[src/rtl/sram_req_arbiter.sv]
// Two-master (inst/data) arbiter onto one SRAM-like port, in-order response routing.
// Optional `SRAM_ARB_RR_EN: round-robin between I and D when both request in IDLE.
module sram_req_arbiter #(
  parameter int DEPTH = 2
) (
  input  logic        clk,
  input  logic        resetn,
  input  logic        inst_req,
  input  logic        inst_wr,
  input  logic [1:0]  inst_size,
  input  logic [3:0]  inst_wstrb,
  input  logic [31:0] inst_addr,
  input  logic [31:0] inst_wdata,
  output logic        inst_addr_ok,
  output logic        inst_data_ok,
  output logic [31:0] inst_rdata,
  input  logic        data_req,
  input  logic        data_wr,
  input  logic [1:0]  data_size,
  input  logic [3:0]  data_wstrb,
  input  logic [31:0] data_addr,
  input  logic [31:0] data_wdata,
  output logic        data_addr_ok,
  output logic        data_data_ok,
  output logic [31:0] data_rdata,
  output logic        mem_req,
  output logic        mem_wr,
  output logic [1:0]  mem_size,
  output logic [3:0]  mem_wstrb,
  output logic [31:0] mem_addr,
  output logic [31:0] mem_wdata,
  input  logic        mem_addr_ok,
  input  logic        mem_data_ok,
  input  logic [31:0] mem_rdata
);

  localparam int AW = $clog2(DEPTH);

  typedef enum logic [1:0] {IDLE, LOCK_I, LOCK_D} state_e;

  state_e         state_q, state_d;
  logic [AW-1:0]  wptr_q, wptr_d, rptr_q, rptr_d;
  logic [AW:0]    cnt_q, cnt_d;
  logic [DEPTH-1:0] fifo_q, fifo_d;

  logic pick_d, own_i, own_d, own_req;
  logic full, empty, accept, pop, head;

`ifdef SRAM_ARB_RR_EN
  logic prio_d_q, prio_d_d;
  assign pick_d = data_req & (~inst_req | prio_d_q);
`else
  assign pick_d = data_req;
`endif

  always_comb begin
    own_i = 1'b0;
    own_d = 1'b0;
    unique case (state_q)
      LOCK_I: own_i = 1'b1;
      LOCK_D: own_d = 1'b1;
      default: begin
        own_d = pick_d;
        own_i = inst_req & ~pick_d;
      end
    endcase
  end

  assign own_req = (own_i & inst_req) | (own_d & data_req);
  assign full    = (cnt_q == (AW+1)'(DEPTH));
  assign empty   = (cnt_q == '0);
  assign mem_req = resetn & own_req & ~full;
  assign accept  = mem_req & mem_addr_ok;
  assign pop     = resetn & mem_data_ok & ~empty;
  assign head    = fifo_q[rptr_q];

  assign inst_addr_ok = accept & own_i;
  assign data_addr_ok = accept & own_d;
  assign inst_data_ok = pop & ~head;
  assign data_data_ok = pop & head;
  assign inst_rdata   = mem_rdata;
  assign data_rdata   = mem_rdata;

  always_comb begin
    mem_wr    = 1'b0;
    mem_size  = '0;
    mem_wstrb = '0;
    mem_addr  = '0;
    mem_wdata = '0;
    if (resetn) begin
      unique case (1'b1)
        own_d: begin
          mem_wr    = data_wr;
          mem_size  = data_size;
          mem_wstrb = data_wstrb;
          mem_addr  = data_addr;
          mem_wdata = data_wdata;
        end
        own_i: begin
          mem_wr    = inst_wr;
          mem_size  = inst_size;
          mem_wstrb = inst_wstrb;
          mem_addr  = inst_addr;
          mem_wdata = inst_wdata;
        end
        default: ;
      endcase
    end
  end

  // A stalled grant locks; a dropped request releases the lock.
  always_comb begin
    state_d = state_q;
    unique case (state_q)
      IDLE:
        if (mem_req && !mem_addr_ok)
          state_d = own_d ? LOCK_D : LOCK_I;
      LOCK_I:
        if (!inst_req || accept) state_d = IDLE;
      LOCK_D:
        if (!data_req || accept) state_d = IDLE;
      default: state_d = IDLE;
    endcase
  end

  always_comb begin
    fifo_d = fifo_q;
    if (accept) fifo_d[wptr_q] = own_d;
    wptr_d = wptr_q + AW'(accept);
    rptr_d = rptr_q + AW'(pop);
    cnt_d  = cnt_q + (AW+1)'(accept) - (AW+1)'(pop);
  end

`ifdef SRAM_ARB_RR_EN
  always_comb begin
    prio_d_d = prio_d_q;
    if (accept) prio_d_d = ~own_d;
  end

  always_ff @(posedge clk or negedge resetn) begin
    if (!resetn) prio_d_q <= 1'b1;
    else         prio_d_q <= prio_d_d;
  end
`endif

  always_ff @(posedge clk or negedge resetn) begin
    if (!resetn) begin
      state_q <= IDLE;
      wptr_q  <= '0;
      rptr_q  <= '0;
      cnt_q   <= '0;
      fifo_q  <= '0;
    end else begin
      state_q <= state_d;
      wptr_q  <= wptr_d;
      rptr_q  <= rptr_d;
      cnt_q   <= cnt_d;
      fifo_q  <= fifo_d;
    end
  end

endmodule

[config.mk]
export PLATFORM = sky130hd
export DESIGN_NAME = sram_req_arbiter
export DESIGN_NICKNAME = d
export VERILOG_FILES = /design/src/rtl/sram_req_arbiter.sv
export SDC_FILE = /design/constraint.sdc
export NUM_CORES = 1
export LEC_CHECK = 0
export ABC_AREA = 1
export BUFFER_PORTS_ARGS = -buffer_cell sky130_fd_sc_hd__buf_4
export CAP_MARGIN = 5
export CORE_AREA = 2 2 124 126
export CTS_CLUSTER_DIAMETER = 120
export CTS_CLUSTER_SIZE = 12
export DETAILED_ROUTE_END_ITERATION = 16
export DIE_AREA = 0 0 126 128
export SYNTH_ARGS = -nofsm -noshare
export SYNTH_HDL_FRONTEND = slang
export SYNTH_SLANG_ARGS = --single-unit
[constraint.sdc]
create_clock -name clk -period 2.1 [get_ports clk]
set_clock_uncertainty 0.1 [all_clocks]
set_input_delay 0.315 -clock clk [delete_from_list [all_inputs] [get_ports clk]]
set_output_delay 0.315 -clock clk [all_outputs]
set_load 0.01 [all_outputs]
==> summary.md, run 1 <==
| Metric | Value |
|---|---|
| Run status | complete, but fails checks |
| Smallest setup slack after layout | -0.200 ns |
| Routed len/inst | 14.3 um |
| Sequential area share after synthesis | 0.0891 |
| Class of the most critical hold timing path | reg -> reg |
| Metal3 WL | 1.08 mm |
| H-tree Lvls | 1 |
| Initial core utilization | 0.151 |
| Area of all sequential standard cells | 200 um^2 |
| Final Hold Viols | 0 |
| Logic depth of the worst path, buffers included | 9 |
| Layout overhead on the synthesized area | 94.6% |
| Synth Flop Type | sky130_fd_sc_hd__dfrtp_1 |
| Crit Path Max Fanout | 9 |
| Category of the worst setup path capture point | output port |
| Ratio of cells with drive above 1 in the final layout | 0.623 |
| Final period demand of the worst path | ~2.3 ns |
| Slew of the pin with the lowest slew margin | about 0.53 ns |
| Clock tree from TritonCTS | done |
| Total CTS buffers | 3 |
| Max Cap Violations | 0 |
| IR Drop Worst-Case VDD | 0.510 mV |
| Final Net Count | around 730 |
| Initial antenna violation count | 0 |
| CP Class | reg -> out |
| Cell count after placement | 712 |
| Max-slew violations | 0 |
| Leakage power summed over all cells | 2.17 nW |
| Via count | 2929 |
| Clock latency on the worst-skew pair | 0.23 ns |
| Data arrival time of the worst path | 1.89 ns |
| Uppermost metal layer occupied by signal nets | met4 |
| Mean post-synth cell area | 6.02 um^2 |
| Post-Syn Nets | 560 |
| Gate family responsible for the most delay along the worst path | buffers and inverters |
| Clk sink count | 8 |
| Ratio of final minimum period to clock period | 1.10 |
| Crit-path cells | inv_2 > ha_4 > buf_6 > a21oi_4 > buf_12 > clkbuf_16 > nand2_1 > a21oi_1 > buf_4 |
| Placed cell areas | about 3700 um^2 |
| Port Buffer Count | 223 |
| Cell area after synthesis | approximately 2200 um^2 |
| Number of DRC markers in iteration 0 | 72 |
| Die Height | about 130 um |
| Pin count of the biggest net entering global routing | 45 |
| Number of ports placed on the die boundary | 320 |
| Max frequency | 435 MHz |
| Final standard cell count with taps included and fillers excluded | 726 |
| CORE AREA | around 15000 um^2 |
| Finished Cell Area | approximately 4400 um^2 |
| Worst Path Required | 1.68 ns |
| Reg-to-reg slack, setup | about 0.070 ns |
| Critical path's largest stage delay | 0.38 ns |
| Most frequent cell after synthesis | sky130_fd_sc_hd__nand2_1 |
| Post-Synthesis Cells | 373 |
| Total wirelength of the detailed-routed design | 10.4 mm |
| Critical path startpoint category | register |
| Biggest area consumer among synthesized cells | sky130_fd_sc_hd__buf_4 |
| DR pass1 iterations | 4 |
| Violated checks | setup timing |
| Die extent in x | 126 um |
| Async set-or-reset flop fraction in the synthesized netlist | 1.00 |
| Buffers plus inverters on the worst setup path | 5 |
| Post-place setup slack | -0.0631 ns |
| Gp weighted congestion | 0.785 |
| Clock tree buffer depth | 2 |
| Reg2reg start | state_q[0] |
| Half-perimeter wire length after detailed placement | 7.25 mm |
| Number of synthesized register bits | 8 |
| Total of fill cells in the finished design | 1597 |
| Vias/cell | 4.03 |
| Syn. warnings | 0 |
| CP endpoint | mem_wdata[0] |
| First-pass GRT wire length | 13.9 mm |
| Footprint of the multi-input gates | 1750 um^2 |
| Final setup violation count | 72 |
| Total global routing track utilization | 0.105 |
| Ant diodes | 0 |
| Synth top area cells | sky130_fd_sc_hd__buf_4 21%, sky130_fd_sc_hd__nand2b_1 20%, sky130_fd_sc_hd__a21oi_1 16% |
| Congestion Overflow GR | 0 |
| Worst reg2reg path endpoint | cnt_q[1] |
| Post-route DRC violation count | 0 |
| Root Buffer Master | sky130_fd_sc_hd__clkbuf_16 |
| Die area | ~16000 um^2 |
| Metal1 wirelength | between 4 and 5 mm |
| Number of cells on the worst reg-to-reg path | 10 |
| Met2 layer wire length in the routed design | 5.11 mm |
| Post-synthesis cell type count | 22 |
| Most frequent cells after synthesis | 88 x sky130_fd_sc_hd__nand2_1, 73 x sky130_fd_sc_hd__a21oi_1, 71 x sky130_fd_sc_hd__nand2b_1 |
| Max transition margin | 0.649 |
| Clock edge transition at the registers on the reported setup and hold paths | 0.03 ns |
| First element of the critical path | state_q[0] |
| Share of Yosys cell area claimed by the top area cell type | 0.214 |
| Detail Route Antenna Nets | 0 |
| Number of placement rows | 45 |
| Setup repair after global routing missed its margin | yes |
| Max stage delay cell, worst path | sky130_fd_sc_hd__dfrtp_1 |
| Pwr dens | 1190 nW/um^2 |
| Number of flops mapped to enable cells by yosys | 0 |
| Number of global-route vias before repair | 2612 |
-- layout by cell type, fill, tap and decap left out, drive strengths merged --
cell | Yosys | final
nand3 | 4 | 4
dfrtp | 8 | 8
ha | 7 | 7
buf | 73 | 245
inv | 17 | 17
xnor2 | 2 | 2
nand2 | 89 | 89
a21oi | 75 | 75
nor2 | 10 | 10
o21ai | 3 | 3
nand2b | 71 | 71
dlygate4sd3 | 0 | 1
xor2 | 1 | 1
clkbuf | 13 | 5
-- through the flow --
step	hold slack, ns	setup TNS [ns]	power, W	utilization
global route	0.418	-17.62	0.00559	0.294
floorplan	-0.0806	0	0.00231	-
finish	0.391	-11.38	0.00519	0.294
detailed placement	0.145	-0.201	0.00345	0.249
CTS	0.391	-14.35	0.00504	0.284
global placement	0.143	-0.151	0.00345	0.249
-- power breakdown --
group	leakage [nW]	switching [W]	internal, W
sequential	0.0959	0.0000498	0.000234
combinational	2.04	0.00223	0.00236
clock	0.0370	0.0000679	0.000245
-- worst register-to-register path: stages (launching register included) --
cell and delay [ns]:
sky130_fd_sc_hd__dfrtp_1 0.38, sky130_fd_sc_hd__inv_2 0.08, sky130_fd_sc_hd__ha_4 0.22, sky130_fd_sc_hd__nor2_4 0.16, sky130_fd_sc_hd__o21ai_1 0.10, sky130_fd_sc_hd__nand2_2 0.11
sky130_fd_sc_hd__nand3_4 0.11, sky130_fd_sc_hd__ha_1 0.30, sky130_fd_sc_hd__inv_1 0.04, sky130_fd_sc_hd__ha_1 0.18, sky130_fd_sc_hd__xnor2_1 0.12
-- worst min-delay path by stage --
stage / start / to / slack, ns / cells past startpoint
after floorplan: resetn / cnt_q[0] / -0.08 / 0
after global placement: resetn / fifo_q[1] / 0.14 / 2
after detailed placement: resetn / fifo_q[1] / 0.14 / 2
after CTS: rptr_q / rptr_q / 0.39 / 1
after global routing: rptr_q / rptr_q / 0.42 / 1
final: rptr_q / rptr_q / 0.39 / 1
-- per-layer routing --
layer	GRT usage	up-vias
li1	-	1440
met1	0.128	1278
met2	0.177	187
met3	0.0376	24
met4	0.0278	0
met5	0	-
-- logic make-up after synthesis --
family          share of synthesized area
fa+ha+maj                          0.0390
compound gates                      0.180
buf+inv                             0.303
simple gates                        0.376
xor+xnor                           0.0117
flops                              0.0891
-- timing repair --
action | CTS | global route
buffers inserted | 6 | 2
hold buffers | 1 | 0
resized for setup | 70 | 41
cloned | 4 | 3
endpoints found under the hold margin | 8 | 0
endpoints found under the setup margin | 75 | 76
pin swaps | 24 | 10
-- sequential cells by signal (all words and copies together) (netlist names) --
name and count:
state_q 2, fifo_q 2, wptr_q 1, rptr_q 1, cnt_q 2
-- cell type report --
type                            instances  share of cell area
Clock buffer                            3              0.0172
Inverter                               17              0.0157
Multi-Input combinational cell        262               0.400
Sequential cell                         8              0.0458
Tap cell                              188              0.0538
Timing Repair Buffer                  248               0.468
(Power assumes the default switching activity.)
==> inputs of run 2 (changes only) <==
--- a/config.mk
+++ b/config.mk
@@ -8,11 +8,11 @@
 export ABC_AREA = 1
 export BUFFER_PORTS_ARGS = -buffer_cell sky130_fd_sc_hd__buf_4
 export CAP_MARGIN = 5
-export CORE_AREA = 2 2 124 126
+export CORE_AREA = 2 2 125 127
 export CTS_CLUSTER_DIAMETER = 120
 export CTS_CLUSTER_SIZE = 12
 export DETAILED_ROUTE_END_ITERATION = 16
-export DIE_AREA = 0 0 126 128
+export DIE_AREA = 0 0 127 129
 export SYNTH_ARGS = -nofsm -noshare
 export SYNTH_HDL_FRONTEND = slang
 export SYNTH_SLANG_ARGS = --single-unit
==> constraint.sdc (replaced) <==
create_clock -name clk -period 2.6 [get_ports clk]
set_clock_uncertainty 0.1 [all_clocks]
set_input_delay 0.39 -clock clk [delete_from_list [all_inputs] [get_ports clk]]
set_output_delay 0.39 -clock clk [all_outputs]
set_load 0.01 [all_outputs]
==> summary.md, run 2 (same netlist as run 1, synthesis figures left out) <==
| Metric | Value |
|---|---|
| Post-place setup slack | 0.198 ns |
| Number of DRC markers in iteration 0 | a little over 80 |
| Final setup violation count | 0 |
| Ratio of final minimum period to clock period | 0.935 |
| Total wirelength of the detailed-routed design | 8.65 mm |
| Max transition margin | 0.781 |
| Via count | 2816 |
| Number of placement rows | 45 |
| Internal power consumption | 0.00159 W |
| Category of the worst setup path capture point | output port |
| Final Total Pwr | 0.00298 W |
| Total global routing track utilization | 0.0881 |
| Clk sink count | 8 |
| Clock tree buffer depth | 2 |
| Congestion Overflow GR | 0 |
| Die extent in x | 127 um |
| CP Class | reg -> out |
| Worst Path Required | 2.11 ns |
| Slew of the pin with the lowest slew margin | 0.329 ns |
| Initial antenna violation count | 0 |
| Class of the most critical hold timing path | reg -> reg |
| Crit-path cells | inv_1 > ha_4 > nor2_4 > a21oi_4 > buf_6 > nand2b_1 > a21oi_1 > buf_4 |
| Share of total power in the clock network | 0.088 |
| Worst hold start | rptr_q |
| Routed len/inst | about 12 um |
| Buffers plus inverters on the worst setup path | 3 |
| Smallest setup slack after layout | 0.169 ns |
| Critical path startpoint category | register |
| Ratio of cells with drive above 1 in the final layout | 0.459 |
| Clock edge transition at the registers on the reported setup and hold paths | 0.04 ns |
| Net Sw Power | about 0.0014 W |
| Clock latency on the worst-skew pair | 0.23 ns |
| Die area | roughly 16000 um^2 |
| Reg power frac | 0.076 |
| Data arrival time of the worst path | 1.94 ns |
| Die Height | 129 um |
| Max frequency | 411 MHz |
| CORE AREA | 15000 um^2 |
| Ant diodes | 0 |
| Total of fill cells in the finished design | 1690 |
| Reg-to-reg slack, setup | 0.46 ns |
| Gp weighted congestion | between 0.7 and 0.8 |
| Pin count of the biggest net entering global routing | between 70 and 80 |
| Post-route DRC violation count | 0 |
| Number of ports placed on the die boundary | 320 |
| Endpoint, Worst Hold | rptr_q |
| Vias/cell | 3.98 |
| Root Buffer Master | sky130_fd_sc_hd__clkbuf_16 |
| Crit Path Max Fanout | 41 |
| Final Net Count | 708 |
| Layout overhead on the synthesized area | 65.9% |
| Part of the total power dissipated in combinational logic | 0.836 |
| Detail Route Antenna Nets | 0 |
| Highest-count cells in the layout ignoring fill and taps | 224 x sky130_fd_sc_hd__buf_4, 88 x sky130_fd_sc_hd__nand2_1, 73 x sky130_fd_sc_hd__a21oi_1 |
| Leading cell type in the layout, fill and taps excluded | sky130_fd_sc_hd__buf_4 |
| DR pass1 iterations | 4 |
| Final standard cell count with taps included and fillers excluded | 707 |
| Core occupancy in the finished layout | 0.249 |
| Critical path's largest stage delay | 0.38 ns |
| Final Hold Viols | 0 |
| Leakage power summed over all cells | 1.89 nW |
| Worst reg2reg path endpoint | cnt_q[1] |
| Largest registers ranked by flip-flop count | cnt_q: 2 flops, fifo_q: 2 flops, state_q: 2 flops |
| Max Cap Violations | 0 |
| Port Buffer Count | roughly 220 |
| Final period demand of the worst path | 2.43 ns |
| Reg2reg start | state_q[0] |
| Cell count after placement | roughly 700 |
| H-tree Lvls | 1 |
| Number of global-route vias before repair | 2443 |
| Hold-critical path depth | 1 |
| Sum of negative setup slack | 0 ns |
| Max-slew violations | 0 |
| Setup repair after global routing missed its margin | no |
| Number of buffers inserted to repair setup after CTS | 0 |
| Number of cells on the worst reg-to-reg path | 10 |
| First-pass GRT wire length | 12.0 mm |
| Clock tree from TritonCTS | done |
| Max stage delay cell, worst path | sky130_fd_sc_hd__dfrtp_1 |
| Pwr dens | 798 nW/um^2 |
| Run status | finished, final reports clean |
| IR Drop Worst-Case VDD | just over 0.6 mV |
| Half-perimeter wire length after detailed placement | 6.87 mm |
| Switching Share | 0.466 |
| Gate family responsible for the most delay along the worst path | buffers and inverters |
| Initial core utilization | 0.150 |
| Total CTS buffers | 3 |
-- run 2: cell count changes in the layout (fill, tap and decap cells not counted), moves of 2 or more --
cell,delta
sky130_fd_sc_hd__a21oi_1,+34
sky130_fd_sc_hd__a21oi_2,-34
sky130_fd_sc_hd__nand2_1,+33
sky130_fd_sc_hd__nand2_4,-18
sky130_fd_sc_hd__nand2_2,-15
sky130_fd_sc_hd__buf_4,-9
sky130_fd_sc_hd__inv_1,+5
sky130_fd_sc_hd__inv_2,-4
sky130_fd_sc_hd__nand2b_1,+4
sky130_fd_sc_hd__nand2b_4,-4
sky130_fd_sc_hd__buf_12,-3
sky130_fd_sc_hd__buf_16,-3
sky130_fd_sc_hd__buf_6,-2
sky130_fd_sc_hd__clkbuf_16,-2
-- run 2: metrics by stage --
| step | instance area [um^2] | hold slack [ns] |
|---|---|---|
| floorplan | 2250 | -0.00559 |
| global placement | 3620 | 0.126 |
| detailed placement | 3620 | 0.128 |
| CTS | 3710 | 0.390 |
| global route | 3730 | 0.425 |
| finish | 3730 | 0.387 |
-- run 2: routing by layer --
| metal | global-route usage | part of all wire |
|---|---|---|
| met5 | 0 | 0 |
| met4 | 0.0498 | 0.043 |
| met3 | 0.0237 | 0.11 |
| met2 | 0.153 | 0.49 |
| met1 | 0.0981 | 0.36 |
-- run 2: timing repair --
item,in CTS,in global routing
endpoints found under the setup margin,6,71
endpoints found under the hold margin,8,0
gates resized for setup,1,3
hold buffers,1,0
-- run 2: area by class of cell --
| type | instances | area, um^2 | share of cell area |
|---|---|---|---|
| clock buffers | 3 | 75.1 | 0.0201 |
| inverters | 17 | 63.8 | 0.0171 |
| multi-input cells | 262 | 1390 | 0.373 |
| flip-flops and latches | 8 | 200 | 0.0537 |
| well taps | 188 | 235 | 0.0631 |
| repair buffers | 229 | 1760 | 0.473 |
-- run 2: how the worst max path moves through the flow --
stage | start | endpoint | slack, ns | depth (start not counted)
6_report | state_q[0] | mem_addr[7] | 0.17 | 8
4_1_cts | state_q[0] | mem_addr[7] | 0.003 | 8
2_1_floorplan | state_q[0] | cnt_q[1] | 0.54 | 10
5_1_grt | state_q[0] | mem_addr[10] | 0.02 | 9
3_5_place_dp | state_q[0] | mem_addr[7] | 0.20 | 8
3_3_place_gp | state_q[0] | mem_addr[7] | 0.20 | 8
-- run 2: power groups by stage --
| stage | registers, W | clock network [W] | logic [W] |
|---|---|---|---|
| after floorplan | 0.000221 | 0 | 0.00165 |
| after global placement | 0.000227 | 0 | 0.00246 |
| after detailed placement | 0.000228 | 0 | 0.00247 |
| after CTS | 0.000227 | 0.000264 | 0.00249 |
| after global routing | 0.000238 | 0.000266 | 0.00274 |
| final | 0.000226 | 0.000261 | 0.00249 |
==> inputs of run 3 (changes only) <==
==> constraint.sdc (replaced) <==
create_clock -name clk -period 2.25 [get_ports clk]
set_clock_uncertainty 0.1 [all_clocks]
set_input_delay 0.3375 -clock clk [delete_from_list [all_inputs] [get_ports clk]]
set_output_delay 0.3375 -clock clk [all_outputs]
set_load 0.01 [all_outputs]
==> summary.md, run 3 (same netlist as run 1, synthesis figures left out) <==
| Metric | Value |
|---|---|
| Buffers plus inverters on the worst setup path | 4 |
| Final Hold Viols | 0 |
| Initial antenna violation count | 1 |
| Gate family responsible for the most delay along the worst path | buffers and inverters |
| Placed cell areas | 3660 um^2 |
| CP Class | reg -> out |
| Ratio of final minimum period to clock period | 1.03 |
| Critical path startpoint category | register |
| Smallest setup slack after layout | -0.0742 ns |
| Crit Path Max Fanout | 5 |
| Routed len/inst | 13.7 um |
| Highest-count cells in the layout ignoring fill and taps | 228 x sky130_fd_sc_hd__buf_4, 79 x sky130_fd_sc_hd__nand2_1, 71 x sky130_fd_sc_hd__nand2b_1 |
| Number of ports placed on the die boundary | 320 |
| Total CTS buffers | 3 |
| Vias/cell | ~4.0 |
| Worst Path Required | 1.81 ns |
| Max transition margin | 0.734 |
| Port Buffer Count | 223 |
| Die extent in x | ~130 um |
| Detail Route Antenna Nets | 0 |
| Max frequency | 430 MHz |
| Root Buffer Master | sky130_fd_sc_hd__clkbuf_16 |
| Setup repair after global routing missed its margin | yes |
| Finished Cell Area | 4060 um^2 |
| Clock edge transition at the registers on the reported setup and hold paths | 0.04 ns |
| Leading cell type in the layout, fill and taps excluded | sky130_fd_sc_hd__buf_4 |
| Max stage delay cell, worst path | sky130_fd_sc_hd__dfrtp_1 |
| Class of the most critical hold timing path | reg -> reg |
| Largest registers ranked by flip-flop count | cnt_q: 2 flops, fifo_q: 2 flops, state_q: 2 flops |
| Number of DRC markers in iteration 0 | 78 |
| First-pass GRT wire length | 13.2 mm |
| Final period demand of the worst path | 2.32 ns |
| CORE AREA | 15000 um^2 |
| Core occupancy in the finished layout | 0.271 |
| Leakage power summed over all cells | 2.01 nW |
| Initial core utilization | 0.150 |
| Layout overhead on the synthesized area | 80.6% |
| Ratio of cells with drive above 1 in the final layout | 0.522 |
| DR pass1 iterations | 4 |
| Final Net Count | 720 |
| Pin count of the biggest net entering global routing | 72 |
| Final setup violation count | 62 |
| Clock tree buffer depth | 2 |
| Critical path's largest stage delay | 0.35 ns |
| Half-perimeter wire length after detailed placement | 6.84 mm |
| Number of global-route vias before repair | about 2600 |
| H-tree Lvls | 1 |
| Pwr dens | 1090 nW/um^2 |
| Congestion Overflow GR | 0 |
| Hold slack | 0.384 ns |
| Total global routing track utilization | 0.0991 |
| Sum of negative setup slack | -2.09 ns |
| Final Total Pwr | 0.00442 W |
| Number of placement rows | 45 |
| Via count | 2871 |
| Clock tree from TritonCTS | done |
| Max Cap Violations | 0 |
| Violated checks | setup timing |
| Die Height | 129 um |
| Crit-path cells | inv_2 > ha_4 > nor2_4 > a21oi_4 > buf_12 > clkbuf_16 > nand2_1 > a21oi_2 > buf_4 |
| Total wirelength of the detailed-routed design | 9.86 mm |
| Die area | 16400 um^2 |
| Clock latency on the worst-skew pair | 0.23 ns |
| Post-route DRC violation count | 0 |
| Gp weighted congestion | 0.730 |
| Total of fill cells in the finished design | 1645 |
| Clk sink count | 8 |
| Category of the worst setup path capture point | output port |
| IR Drop Worst-Case VDD | 0.496 mV |
| Data arrival time of the worst path | between 1.5 and 2 ns |
| Max-slew violations | 0 |
| Slew of the pin with the lowest slew margin | 0.399 ns |
| Run status | complete, but fails checks |
==> run 3: where the power goes <==
group	switching, W	internal (W)	total, W
clock	0.0000636	0.000229	0.000292
combinational	0.00186	0.00201	0.00387
sequential	0.0000440	0.000218	0.000262
==> run 3: path summary, 6_finish.rpt <==
kind	startpoint	to	depth (start not counted)	slack, ns
max reg2reg	state_q[0]	cnt_q[1]	11	0.27
max in group asynchronous	resetn	state_q[1]	2	1.31
max	state_q[0]	mem_wdata[17]	9	-0.07
min in group asynchronous	resetn	cnt_q[0]	2	0.47
min	rptr_q	rptr_q	1	0.38
min reg2reg	rptr_q	rptr_q	1	0.38
==> run 3: cell type report <==
cell class                 instances  area, um^2  share of cell area
tap                              188         235              0.0580
clock buffer                       3        75.1              0.0185
timing repair buffer             241        2000               0.493
antenna                            1        2.50            0.000617
inverter                          17        63.8              0.0157
multi-input combinational        262        1480               0.364
sequential                         8         200              0.0493
==> run 3: repair_timing <==
action                                  in CTS  in global routing
gates cloned                                 3                  2
resized for setup                           14                 24
hold endpoints to repair                     8                  0
endpoints found under the setup margin      73                 73
pin swaps                                   12                  5
setup buffers                                2                  2
hold buffers                                 1                  0
==> run 3: layer usage <==
metal	track usage	share of wire
met1	0.113	0.38
met2	0.176	0.48
met3	0.0249	0.096
met4	0.0440	0.045
met5	0	0
==> run 3: per-stage QoR <==
stage / std cells / setup slack [ns]
2_1_floorplan: 373 / 0.187
3_3_place_gp: 706 / 0.000726
3_5_place_dp: 706 / 0.0192
4_1_cts: 715 / -0.0913
5_1_grt: 720 / -0.177
6_report: 720 / -0.0742
